===== config.mk =====
export PLATFORM = sky130hd
export DESIGN_NAME = demux_1_4_stream
export DESIGN_NICKNAME = d
export VERILOG_FILES = /design/src/rtl/demux_pkg.sv /design/src/rtl/demux_chan_reg.sv /design/src/rtl/demux_1_4_stream.sv
export SDC_FILE = /design/constraint.sdc
export NUM_CORES = 1
export LEC_CHECK = 0
export BUFFER_PORTS_ARGS = -buffer_cell sky130_fd_sc_hd__buf_2
export CORE_MARGIN = 10
export CORE_UTILIZATION = 36
export CTS_CLUSTER_DIAMETER = 60
export DETAILED_ROUTE_END_ITERATION = 10
export PLACE_DENSITY_LB_ADDON = 0.25
export SLEW_MARGIN = 20
export SYNTH_ARGS = -nofsm -noshare
export SYNTH_HDL_FRONTEND = slang
export SYNTH_SLANG_ARGS = --single-unit

===== constraint.sdc =====
create_clock -name clk -period 3.29 [get_ports clk]
set_clock_uncertainty 0.15 [all_clocks]
set_input_delay 0.1645 -clock clk [delete_from_list [all_inputs] [get_ports clk]]
set_output_delay 0.1645 -clock clk [all_outputs]
set_load 0.02 [all_outputs]

===== src/rtl/demux_pkg.sv =====
// Shared constants for the 1-to-4 stream demultiplexer: channel count,
// select width and the routing-mode encodings.
package demux_pkg;

   localparam int NUM_CH = 4;
   localparam int SEL_W  = 2;

   // Mode strings packed into 24 bits; "RR" is zero-extended on the left
   localparam logic [23:0] MODE_SEL = "SEL";
   localparam logic [23:0] MODE_RR  = "RR";

endpackage


===== src/rtl/demux_chan_reg.sv =====
// One-entry output register for a single demux channel. A load always wins
// over an unload, so a full slot that is drained and refilled in the same cycle stays valid.
module demux_chan_reg
   import demux_pkg::*;
#(
   parameter int WIDTH = 2
) (
   input  logic             clk,
   input  logic             rst_n,
   input  logic             load,
   input  logic [WIDTH-1:0] load_data,
   input  logic             unload,
   output logic             valid,
   output logic [WIDTH-1:0] data
);

   logic             vld_p1;
   logic [WIDTH-1:0] data_p1;

   // Stage p1: the held word; data keeps its last value after an unload
   always_ff @(posedge clk or negedge rst_n) begin
      if (!rst_n) begin
         vld_p1  <= 1'b0;
         data_p1 <= '0;
      end else if (load) begin
         vld_p1  <= 1'b1;
         data_p1 <= load_data;
      end else if (unload) begin
         vld_p1  <= 1'b0;
      end
   end

   assign valid = vld_p1;
   assign data  = data_p1;

endmodule


===== src/rtl/demux_1_4_stream.sv =====
// 1-to-4 valid/ready stream demultiplexer with one register per channel.
// Routing follows in_sel ("SEL") or a strict round-robin pointer ("RR").
module demux_1_4_stream
   import demux_pkg::*;
#(
   parameter int          WIDTH = 2,
   parameter logic [23:0] MODE  = MODE_SEL
) (
   input  logic              clk,
   input  logic              rst_n,
   input  logic              in_valid,
   input  logic [WIDTH-1:0]  in_data,
   input  logic [SEL_W-1:0]  in_sel,
   output logic              in_ready,
   output logic [NUM_CH-1:0] out_valid,
   output logic [WIDTH-1:0]  out_data0,
   output logic [WIDTH-1:0]  out_data1,
   output logic [WIDTH-1:0]  out_data2,
   output logic [WIDTH-1:0]  out_data3,
   input  logic [NUM_CH-1:0] out_ready,
   output logic [SEL_W-1:0]  rr_ptr
);

   localparam logic RR_MODE = (MODE == MODE_RR);

   logic [SEL_W-1:0]  dest;
   logic              accept;
   logic [NUM_CH-1:0] load;
   logic [NUM_CH-1:0] unload;
   logic [WIDTH-1:0]  chan_data [NUM_CH];

   // Readiness depends only on the destination slot, never on in_valid
   assign dest     = RR_MODE ? rr_ptr : in_sel;
   assign in_ready = rst_n & (~out_valid[dest] | out_ready[dest]);
   assign accept   = in_valid & in_ready;

   always_comb begin
      load   = '0;
      unload = '0;
      for (int i = 0; i < NUM_CH; i++) begin
         load[i]   = accept && (dest == SEL_W'(i));
         unload[i] = out_valid[i] & out_ready[i];
      end
   end

   // Pointer only moves on an accepted word, so a stalled channel holds the order
   always_ff @(posedge clk or negedge rst_n) begin
      if (!rst_n) begin
         rr_ptr <= '0;
      end else if (RR_MODE && accept) begin
         rr_ptr <= rr_ptr + 1'b1;
      end
   end

   for (genvar i = 0; i < NUM_CH; i++) begin : g_chan
      demux_chan_reg #(
         .WIDTH (WIDTH)
      ) u_chan (
         .clk       (clk),
         .rst_n     (rst_n),
         .load      (load[i]),
         .load_data (in_data),
         .unload    (unload[i]),
         .valid     (out_valid[i]),
         .data      (chan_data[i])
      );
   end

   assign out_data0 = chan_data[0];
   assign out_data1 = chan_data[1];
   assign out_data2 = chan_data[2];
   assign out_data3 = chan_data[3];

endmodule


Yosys cells after proc, flatten, opt, wreduce, memory -nomap -nowiden
Index checks and enable logic that the tools add are counted.

Equality and inequality tests: 3. Mux-type cells: 12. $lt $le $gt $ge: 1. Reduce and logical (&&, ||, !) cells: 9. Bitwise operators: 8.

Operators by type and width (number): 1-bit two-way mux (10); 2-bit nonzero test (4); 1-bit bitwise AND (6); 1-bit binary-select mux with 2-bit select (2); 2-bit == test (second input constant) (2); 1-bit logical AND (4); 2-bit by 3-bit < comparator with 1-bit output (second input constant) (1); 2-bit by 1-bit == test with 1-bit output (second input constant) (1); 2-bit zero test (1); 1-bit inverter (1); 1-bit OR (1).

Word-level logic and storage cells: 41. Output and inout bits: 15. Register bits after elaboration: 12.

Logic depth before layout (Yosys ltp)
Gate-level depths: netlist of the first run.

Word-level depth: 8. Gate-level depth with buffers: 4. Gate-level depth less buffers: 3.

Cells and area by module
Synthesis of the first run repeated with hierarchy kept, for this count alone.

Cells, all modules: 53. Area total of the unflattened synthesis: 585.6 sq um.

By module, submodules not included: demux_chan_reg (area an instance 110.1 sq um, cells an instance 7, times used 4); demux_1_4_stream (area an instance 145.1 sq um, cells an instance 25, times used 1).

Least setup slack after synthesis of the first run
OpenSTA, ideal clock, no wires.

Path type: reg2reg. Start: reg g_chan[3].u_chan.vld_p1. End: reg g_chan[3].u_chan.data_p1[0]. Path slack: 1.984 ns. Period minus slack after synthesis: 1.306 ns. Data required time: 3.012 ns. Cell stages (with the launch flop): 4. Arrival: 1.028 ns. Path through: dfrtp_1 -> or2b_2 -> nand3_2 -> mux2_1.

Longest elaborated chain between the ends: 7.

RTL lines: start: declaration (RTL line demux_chan_reg.sv:17) `logic vld_p1;`; start signal: assignment (RTL line demux_chan_reg.sv:23) `vld_p1 <= 1'b0;`; start signal: assignment (RTL line demux_chan_reg.sv:26) `vld_p1 <= 1'b1;`; start signal: assignment (RTL line demux_chan_reg.sv:29) `vld_p1 <= 1'b0;`; 1-bit binary-select mux with 2-bit select (RTL line demux_1_4_stream.sv:34) `assign in_ready = rst_n & (~out_valid[dest] | out_ready[dest]);`; 1-bit two-way mux (implied by the code) (RTL line demux_1_4_stream.sv:34); 1-bit inverter (RTL line demux_1_4_stream.sv:34); 1-bit OR (RTL line demux_1_4_stream.sv:34); 1-bit bitwise AND (RTL line demux_1_4_stream.sv:34); 1-bit bitwise AND (RTL line demux_1_4_stream.sv:35) `assign accept = in_valid & in_ready;`; 1-bit logical AND (RTL line demux_1_4_stream.sv:41) `load[i] = accept && (dest == SEL_W'(i));`; end signal: assignment (RTL line demux_chan_reg.sv:27) `data_p1 <= load_data;`; end: declaration (RTL line demux_chan_reg.sv:18) `logic [WIDTH-1:0] data_p1;`.

No other way between the ends. The select of a mux whose other input is x is not followed. A chain may end at the register's enable or synchronous reset.

Worst setup path in the final report of the first run
Start: in rst_n. End: out in_ready.

Longest elaborated chain between the ends: 1.

RTL lines: start: declaration (RTL line demux_1_4_stream.sv:10) `input logic rst_n,`; 1-bit bitwise AND (RTL line demux_1_4_stream.sv:34); end: declaration (RTL line demux_1_4_stream.sv:14) `output logic in_ready,`.

No other way between the ends.

==> flow_summary_export.csv, run 1 <==
group,metric,value,unit
outcome,status,"finished, final reports clean",
setup_path,cp_slowest_cell,"dlygate4sd3_1",
route,ant_nets,0,
cts,cts_resized,0,
grt,overflow,0,
floorplan,die_area,0.00367,sq mm
cts,numCtsBuffers,3,
grt,antenna_found_initial,0,
floorplan,rows,14,
route,vias,419,
timing,period_share,55.1,%
power,cellLeakagePower,0.376,nW
route,wire_per_inst,14.6,microns
power,ir_drop,297,uV
synth,syn_area,593,sq um
floorplan,initial_core_util,38.9,%
setup_path,cp_max_fo,17,
route,via_per_inst,4.82,
setup_path,rr_endpoint,"g_chan[3].u_chan.data[0]$_DFFE_PN0P_",
synth,yosys_warnings,2,
setup_path,r2r_cells,3,
min_path,whs_path_depth,2,
layout,diodes,0,
setup_path,crit_path_end_kind,"output port",
floorplan,dieHeight,60.6,microns
setup_path,start_kind,"primary input",
min_path,min-delay-start,"in_data[0]",
synth,syn_avg_cell_area,12.4,sq um
synth,syn-instance-count,48,
cts,hold_buffers,2,
synth,synth-seq-cells,12,
grt,grt_pass1_vias,438,
setup_path,r2r_slack,1.92,ns
grt,grt_usage,7.41,%
layout,synthToLayoutAreaGrowth,23.4,%
grt,grt_max_degree,18,
setup_path,worstPathRequired,2.98,ns
min_path,hp-class,"in2reg",
timing,rsz0062_at_grt,"false",
floorplan,ioPinCount,26,
setup_path,reg2reg_from,"g_chan[3].u_chan.valid$_DFFE_PN0P_",
timing,drv_slew,0,
timing,period_minus_slack,1.81,ns
timing,finalSetupTns,0,ns
route,drtIter0Drc,4,
layout,nets,83,
power,p_per_area,558,mW/mm^2
setup_path,criticalPathCategory,"in2out",
timing,whs,0.00725,ns
layout,fillers,142,
cts,clk_latency,0.27,ns
route,post-route-drc-count,0,
setup_path,cp-startpoint,"rst_n",
route,dr.pass1.iters,4,
setup_path,cpMostUsedCell,"buf_2",
floorplan,die_w,60.6,microns
timing,hold_viol,0,
timing,fmax,551,MHz
setup_path,slowest_delay,0.52,ns
synth,yosysSeqAreaShare,50.6,%
route,wl,1.27,mm
cts,cts_setup_buffers,0,
layout,final_util,48.0,%
placement,routabilityCongestion,0.653,
cts,clk_pin_slew,0.07,ns
placement,port_buffers,23,
cts,cts_tree,"done",
setup_path,arrival,1.50,ns
setup_path,crit_path_cell_trace,"dlygate4sd3_1 > buf_2 > o311ai_0 > a21oi_1 > buf_2",
min_path,hold_end,"g_chan[3].u_chan.data[0]$_DFFE_PN0P_",
timing,finalSetupViolCount,0,
synth,ys_types,22,
floorplan,core,0.00152,sq mm
cts,cts_max_level,1,
cts,cts.sinks,12,
cts,root_buffer,"clkbuf_4",
cts,cts.path.max_buffers,2,
layout,layout-drive-gt1-share,52.1,%
job,maxCapViolCount,0,
grt,grt_pass1_wl,2.02,mm
[state kept, by name, summed over array words and instances (netlist names)]
name	count
g_chan.u_chan.data	8
g_chan.u_chan.valid	4
[worst max path at each step]
stage                                                      end  slack [ns]
after floorplan           g_chan[3].u_chan.data[0]$_DFFE_PN0P_        1.98
after CTS                                             in_ready        1.45
after detailed placement  g_chan[2].u_chan.data[0]$_DFFE_PN0P_        1.78
after global placement    g_chan[2].u_chan.data[0]$_DFFE_PN0P_        1.82
after global routing                                  in_ready        1.29
final                                                 in_ready        1.48
[synthesized netlist by cell type]
library cell / instances / area share [%]
dfrtp_1: 12 / 51
mux2i_1: 1 / 1.7
mux2_1: 2 / 3.8
nor3b_2: 1 / 2.1
nand2b_1: 3 / 3.2
conb_1: 1 / 0.63
o21ai_0: 1 / 0.84
nand4_1: 1 / 1.1
nand4bb_2: 1 / 2.7
o311ai_0: 1 / 1.5
buf_4: 6 / 7.6
mux2_2: 6 / 11
nand3_1: 1 / 0.84
nand2_1: 2 / 1.3
nand4b_1: 1 / 1.5
nand3_2: 1 / 1.7
and3_1: 1 / 1.1
buf_6: 1 / 1.9
nor2_1: 2 / 1.3
nor2b_1: 1 / 1.1
a21oi_1: 1 / 0.84
or2b_2: 1 / 1.5
[placed cells by master (no fill, tap or decap), drive strengths merged, types with 2 or more instances in the layout]
cell type	n
nand2	2
nor2	2
dfrtp	12
clkbuf	4
nand2b	3
buf	23
nand3	2
mux2	8
dlygate4sd3	2
conb	2
[cell families (layout without fill, tap and decap cells)]
kind of cell,count (synthesis),after routing,synth area share [%]
flip-flops,12,12,50.6
buffers and inverters,7,29,9.49
multiplexers,9,9,16.9
AO/OA/AOI/OAI,3,3,3.16
other,1,2,0.632
AND/OR/NAND/NOR,16,16,19.2
[where the power goes]
group / internal, mW / total, mW / leakage [nW] / switching [mW]
registers: 0.172 / 0.184 / 0.150 / 0.0123
clock network: 0.0672 / 0.117 / 0.0210 / 0.0495
logic: 0.0433 / 0.108 / 0.205 / 0.0642
[metal layers]
| layer | wire length [microns] | global-route usage (%) |
|---|---|---|
| met1 | 556 | 9.12 |
| met4 | 12 | 5.64 |
| met2 | 565 | 10.0 |
| met5 | 0 | 0 |
| met3 | 138 | 2.92 |
[critical path: cells and delay by family]
family / cells / cell delay, ns
compound gates: 2 / 0.33
buf+inv: 3 / 1.01
[stage by stage]
| step | power, mW | instance area, sq um | setup WS [ns] | std cells |
|---|---|---|---|---|
| 2_1_floorplan | 0.256 | 597 | 1.98 | 49 |
| 3_3_place_gp | 0.293 | 676 | 1.82 | 81 |
| 3_5_place_dp | 0.294 | 676 | 1.78 | 81 |
| 4_1_cts | 0.415 | 732 | 1.45 | 87 |
| 5_1_grt | 0.433 | 732 | 1.29 | 87 |
| 6_report | 0.409 | 732 | 1.48 | 87 |
[final cells by class]
type | instances | area (sq um) | area share, %
clock buffer | 4 | 36.3 | 4.96
sequential | 12 | 300 | 41.0
multi-input combinational | 30 | 240 | 32.8
tap | 16 | 20.0 | 2.74
timing repair buffer | 25 | 135 | 18.5
No activity file was read; power rests on OpenSTA's default activity.
==> run 2: changes to the inputs <==
==> constraint.sdc (replaced) <==
create_clock -name clk -period 1.8 [get_ports clk]
set_clock_uncertainty 0.15 [all_clocks]
set_input_delay 0.09 -clock clk [delete_from_list [all_inputs] [get_ports clk]]
set_output_delay 0.09 -clock clk [all_outputs]
set_load 0.02 [all_outputs]
==> run 2 against run 1 <==
Net effect: worst hold slack better by 0.012 ns; first-iteration DRC count increased by 25%; sequential power rose by 82%; register-to-register slack lost 1.5 ns; critical path depth increased by 1; non-clock buffer count increased by 7; power grew 72%; global-route usage is 0.34 points higher; combinational power is 94% higher; clock power rose by 35%; clock-buffer cell count is 1 lower; utilization up 3.5 points; largest power group unchanged.
==> flow_summary_export.csv, run 2 (synthesis gave the netlist of run 1 again) <==
group,metric,value,unit
outcome,status,"finished, final reports clean",
min_path,min-delay-start,"in_sel[0]",
route,drtIter0Drc,5,
setup_path,r2r_cells,3,
cts,cts_setup_buffers,0,
route,wl,1.35,mm
cts,cts_max_level,1,
layout,nets,90,
floorplan,dieHeight,60.6,microns
power,ir_drop,540,uV
setup_path,cp_max_fo,3,
layout,final_common_cell,"buf_2",
route,ant_nets,0,
route,dr.pass1.iters,4,
floorplan,rows,14,
setup_path,start_kind,"primary input",
timing,period_minus_slack,1.69,ns
layout,final_util,51.6,%
grt,antenna_found_initial,0,
min_path,hold_end,"g_chan[2].u_chan.valid$_DFFE_PN0P_",
route,post-route-drc-count,0,
timing,finalSetupViolCount,0,
placement,port_buffers,23,
placement,dp_hpwl,1.06,mm
power,cellLeakagePower,0.398,nW
layout,synthToLayoutAreaGrowth,32.5,%
layout,fin_cells,93,
cts,numCtsBuffers,3,
layout,diodes,0,
route,vias,446,
timing,hold_viol,0,
grt,overflow,0,
setup_path,reg2reg_from,"g_chan[3].u_chan.valid$_DFFE_PN0P_",
setup_path,rr_endpoint,"g_chan[3].u_chan.data[1]$_DFFE_PN0P_",
timing,fmax,590,MHz
min_path,whs_path_depth,2,
layout,layout-drive-gt1-share,48.1,%
grt,grt_pass1_wl,2.17,mm
floorplan,core,0.00152,sq mm
power,p_per_area,894,mW/mm^2
timing,drv_slew,0,
floorplan,ioPinCount,26,
floorplan,die_w,60.6,microns
timing,period_share,94.1,%
setup_path,crit_path_end_kind,"output port",
cts,clk_latency,0.26,ns
cts,clk_pin_slew,0.07,ns
placement,routabilityCongestion,0.641,
cts,cts_tree,"done",
grt,grt_usage,7.75,%
layout,fillers,140,
setup_path,criticalPathCategory,"in2out",
min_path,hp-class,"in2reg",
job,maxCapViolCount,0,
timing,setup_slack,0.105,ns
grt,grt_max_degree,11,
grt,grt_pass1_vias,489,
setup_path,arrival,1.45,ns
placement,dp_slack,0.432,ns
route,via_per_inst,4.80,
setup_path,worstPathRequired,1.56,ns
timing,finalSetupTns,0,ns
setup_path,r2r_slack,0.45,ns
cts,cts.path.max_buffers,2,
cts,cts.sinks,12,
layout,largest_reg_flops,8,
layout,final_cell_mix,"23 x buf_2, 12 x dfrtp_1, 8 x dlygate4sd3_1",
route,wire_per_inst,14.5,microns
floorplan,initial_core_util,38.9,%
cts,root_buffer,"clkbuf_4",
floorplan,die_area,0.00367,sq mm
timing,rsz0062_at_grt,"false",
placement,dpl.cell_count,82,
-- run 2: cell type report --
class                   count  area (sq um)  share of cell area (%)
flip-flops and latches     12           300                    38.2
multi-input cells          30           240                    30.6
repair buffers             32           203                    25.8
clock buffers               3          22.5                    2.87
well taps                  16          20.0                    2.55
-- run 2: what timing repair did --
action                                 CTS  global route
hold buffers                             8             0
resized for setup                        0             0
endpoints found under the hold margin   24             0
-- run 2: how the worst max path moves through the flow --
stage | slack [ns] | endpoint | start | cells after the start
final | 0.11 | in_ready | out_ready[3] | 6
after global routing | 0.0007 | in_ready | out_ready[3] | 6
after CTS | 0.1 | in_ready | out_ready[3] | 6
after detailed placement | 0.43 | g_chan[2].u_chan.data[1]$_DFFE_PN0P_ | rst_n | 4
after global placement | 0.45 | g_chan[3].u_chan.data[0]$_DFFE_PN0P_ | g_chan[3].u_chan.valid$_DFFE_PN0P_ | 3
after floorplan | 0.49 | g_chan[3].u_chan.data[0]$_DFFE_PN0P_ | g_chan[3].u_chan.valid$_DFFE_PN0P_ | 3
-- run 2: critical path: stages --
cell           delay [ns]
dlygate4sd3_1        0.53
buf_2                0.11
or2b_2               0.32
mux2i_1              0.15
a21oi_1              0.08
buf_2                0.17
-- run 2: power by group --
part	total [mW]	switching [mW]	leakage (nW)	internal, mW
combinational	0.209	0.120	0.235	0.0891
sequential	0.335	0.0204	0.150	0.315
clock	0.158	0.0812	0.0138	0.0773
-- run 2: through the flow --
step                power, mW  hold slack [ns]  cell area, sq um
floorplan               0.469           -0.356               597
global placement        0.537           -0.205               683
detailed placement      0.541           -0.199               683
CTS                     0.720          0.00951               786
global route            0.750           0.0197               786
finish                  0.702           0.0191               786
-- run 2: metal layers --
layer,GRT usage [%],wire length [microns]
met1,8.65,559
met2,11.4,613
met3,4.80,179
met5,0,0
met4,3.76,0
==> run 3: changes to the inputs <==
--- a/config.mk
+++ b/config.mk
@@ -14,4 +14,5 @@
 export SLEW_MARGIN = 20
 export SYNTH_ARGS = -nofsm -noshare
 export SYNTH_HDL_FRONTEND = slang
+export SYNTH_HIERARCHICAL = 1
 export SYNTH_SLANG_ARGS = --single-unit
==> run 3 against run 2 <==
Net effect: first-iteration DRC count is 60% higher; non-clock buffer count is 3 lower; sequential power is 29% higher; power is 55% higher; clock-buffer cell count is 1 higher; cell count is 8.6% higher; clock power is 33% higher; design area is 1.6% higher; largest power group is now combinational cells.
==> flow_summary_export.csv, run 3 <==
group,metric,value,unit
power,ir_drop,633,uV
layout,final_util,52.4,%
route,dr.pass1.iters,4,
floorplan,initial_core_util,38.4,%
timing,finalSetupViolCount,0,
placement,routabilityCongestion,0.734,
floorplan,core,0.00152,sq mm
synth,ys_types,21,
synth,synth_top_family_by_area,"multiplexers",
timing,drv_slew,0,
synth,syn_area,586,sq um
outcome,status,"finished, final reports clean",
min_path,hp-class,"in2reg",
layout,final_common_cell,"buf_2",
timing,hold_viol,0,
cts,numCtsBuffers,3,
setup_path,slowest_delay,0.52,ns
route,wl,1.40,mm
setup_path,worstPathRequired,1.80,ns
synth,synth-main-ff-cell,"dfrtp_1",
route,vias,488,
power,power.internal,680,uW
power,clock_power_share,19.4,%
layout,diodes,0,
cts,root_buffer,"clkbuf_4",
synth,syn_avg_cell_area,11.0,sq um
setup_path,arrival,1.61,ns
placement,dp_hpwl,1.15,mm
cts,clk_latency,0.27,ns
cts,cts_max_level,1,
synth,synth_area_leaders,"dfrtp_1 51%, mux2_2 15%, a21o_2 6.0%",
synth,yosysMostFrequentCell,"dfrtp_1",
synth,synthTopCellsByCount,"12 x dfrtp_1, 8 x mux2_2, 7 x inv_1",
grt,grt_pass1_vias,542,
floorplan,ioPinCount,26,
route,drtIter0Drc,8,
grt,antenna_found_initial,0,
grt,grt_pass1_wl,2.36,mm
layout,fillers,149,
layout,nets,97,
synth,yosysSeqAreaShare,51.3,%
route,wire_per_inst,13.8,microns
setup_path,cp_max_fo,4,
power,switching_share,37.4,%
grt,grt_max_degree,13,
power,p_switching,406,uW
route,ant_nets,0,
route,post-route-drc-count,0,
timing,fmax,623,MHz
layout,synthToLayoutAreaGrowth,36.3,%
timing,rsz0062_at_grt,"false",
timing,whs,0.0524,ns
synth,synth-simple-area-share,12.0,%
timing,setup_slack,0.194,ns
route,via_per_inst,4.83,
floorplan,die_w,60.3,microns
synth,synth_edf_count,0,
setup_path,start_kind,"primary input",
synth,synth_top_area_cell,"dfrtp_1",
timing,period_share,89.2,%
floorplan,rows,14,
synth,synthArstFlopShare,100,%
cts,cts_setup_buffers,0,
synth,synth-seq-cells,12,
power,power_frac_seq,39.8,%
floorplan,dieHeight,60.3,microns
power,total_power,1.09,mW
synth,synth-adder-area-share,0,%
timing,period_minus_slack,1.61,ns
cts,cts.path.max_buffers,2,
synth,synth_compound_area_share,13.0,%
synth,synth_top_area_share,51.3,%
cts,cts_tree,"done",
placement,port_buffers,23,
setup_path,crit_path_cell_trace,"dlygate4sd3_1 > buf_2 > nand2_1 > a2111oi_1 > buf_4 > mux2_2",
setup_path,cp_slowest_cell,"dlygate4sd3_1",
floorplan,die_area,0.00364,sq mm
cts,clk_pin_slew,0.08,ns
power,cellLeakagePower,0.403,nW
job,maxCapViolCount,0,
setup_path,criticalPathCategory,"in2reg",
synth,synth_xor_area_share,0,%
timing,finalSetupTns,0,ns
placement,dp_slack,0.264,ns
power,combinationalPowerShare,40.9,%
synth,yosys_warnings,10,
layout,largest_reg_flops,8,
layout,layout-drive-gt1-share,50.6,%
grt,grt_usage,8.15,%
synth,syn-instance-count,53,
layout,final_cell_mix,"23 x buf_2, 12 x dfrtp_1, 8 x mux2_2",
synth,synthMuxAreaShare,15.4,%
grt,overflow,0,
power,p_per_area,1360,mW/mm^2
setup_path,crit_path_end_kind,"flop",
cts,cts.sinks,12,
-- run 3: power groups by stage --
stage | registers, mW | clock network (mW) | logic [mW]
final | 0.432 | 0.210 | 0.444
after global routing | 0.447 | 0.228 | 0.488
after CTS | 0.434 | 0.219 | 0.453
after detailed placement | 0.438 | 0 | 0.448
after global placement | 0.433 | 0 | 0.441
after floorplan | 0.560 | 0 | 0.161
-- run 3: worst paths after layout --
| path | startpoint | slack [ns] | endpoint | cells past startpoint |
|---|---|---|---|---|
| max | rst_n | 0.19 | g_chan[0].u_chan/data[0]$_DFFE_PN0P_ | 6 |
| min | out_ready[0] | 0.05 | g_chan[0].u_chan/valid$_DFFE_PN0P_ | 5 |
| max reg2reg | g_chan[0].u_chan/valid$_DFFE_PN0P_ | 0.24 | g_chan[0].u_chan/data[0]$_DFFE_PN0P_ | 3 |
| min reg2reg | g_chan[0].u_chan/data[1]$_DFFE_PN0P_ | 0.36 | g_chan[0].u_chan/data[1]$_DFFE_PN0P_ | 1 |
| max in group asynchronous | rst_n | 1.17 | g_chan[2].u_chan/data[0]$_DFFE_PN0P_ | 3 |
| min in group asynchronous | rst_n | 0.17 | g_chan[3].u_chan/data[1]$_DFFE_PN0P_ | 3 |
-- run 3: metal layers --
metal / vias up / GRT usage (%) / part of all wire, %
li1: 241 / - / -
met1: 230 / 8.45 / 40
met2: 17 / 14.0 / 47
met3: 0 / 4.59 / 13
met4: 0 / 1.92 / 0
met5: - / 0 / 0
-- run 3: final cells by class --
class / instances / area, sq um / share of cell area [%]
sequential: 12 / 300 / 37.6
tap: 16 / 20.0 / 2.51
inverter: 8 / 30.0 / 3.76
clock buffer: 4 / 36.3 / 4.55
timing repair buffer: 29 / 168 / 21.0
multi-input combinational: 32 / 244 / 30.6
-- run 3: logic make-up after synthesis --
kind of cell           count (synthesis)
other                                  1
buffers and inverters                 10
multiplexers                           8
flip-flops                            12
AO/OA/AOI/OAI                         10
AND/OR/NAND/NOR                       12
-- run 3: metrics by stage --
| stage | cell area (sq um) | instances |
|---|---|---|
| detailed placement | 732 | 94 |
| CTS | 798 | 101 |
| floorplan | 589 | 54 |
| finish | 798 | 101 |
| global placement | 732 | 94 |
| global route | 798 | 101 |
-- run 3: what timing repair did --
action	CTS	global route
endpoints found under the hold margin	20	0
hold buffers	3	0
resized for setup	0	0
-- run 3: worst max-delay path, delay by kind of cell --
kind | cells | cell delay [ns]
AOI/OAI and AO/OA | 1 | 0.27
buffers and inverters | 3 | 0.85
and+or+nand+nor | 1 | 0.07
muxes | 1 | 0.32
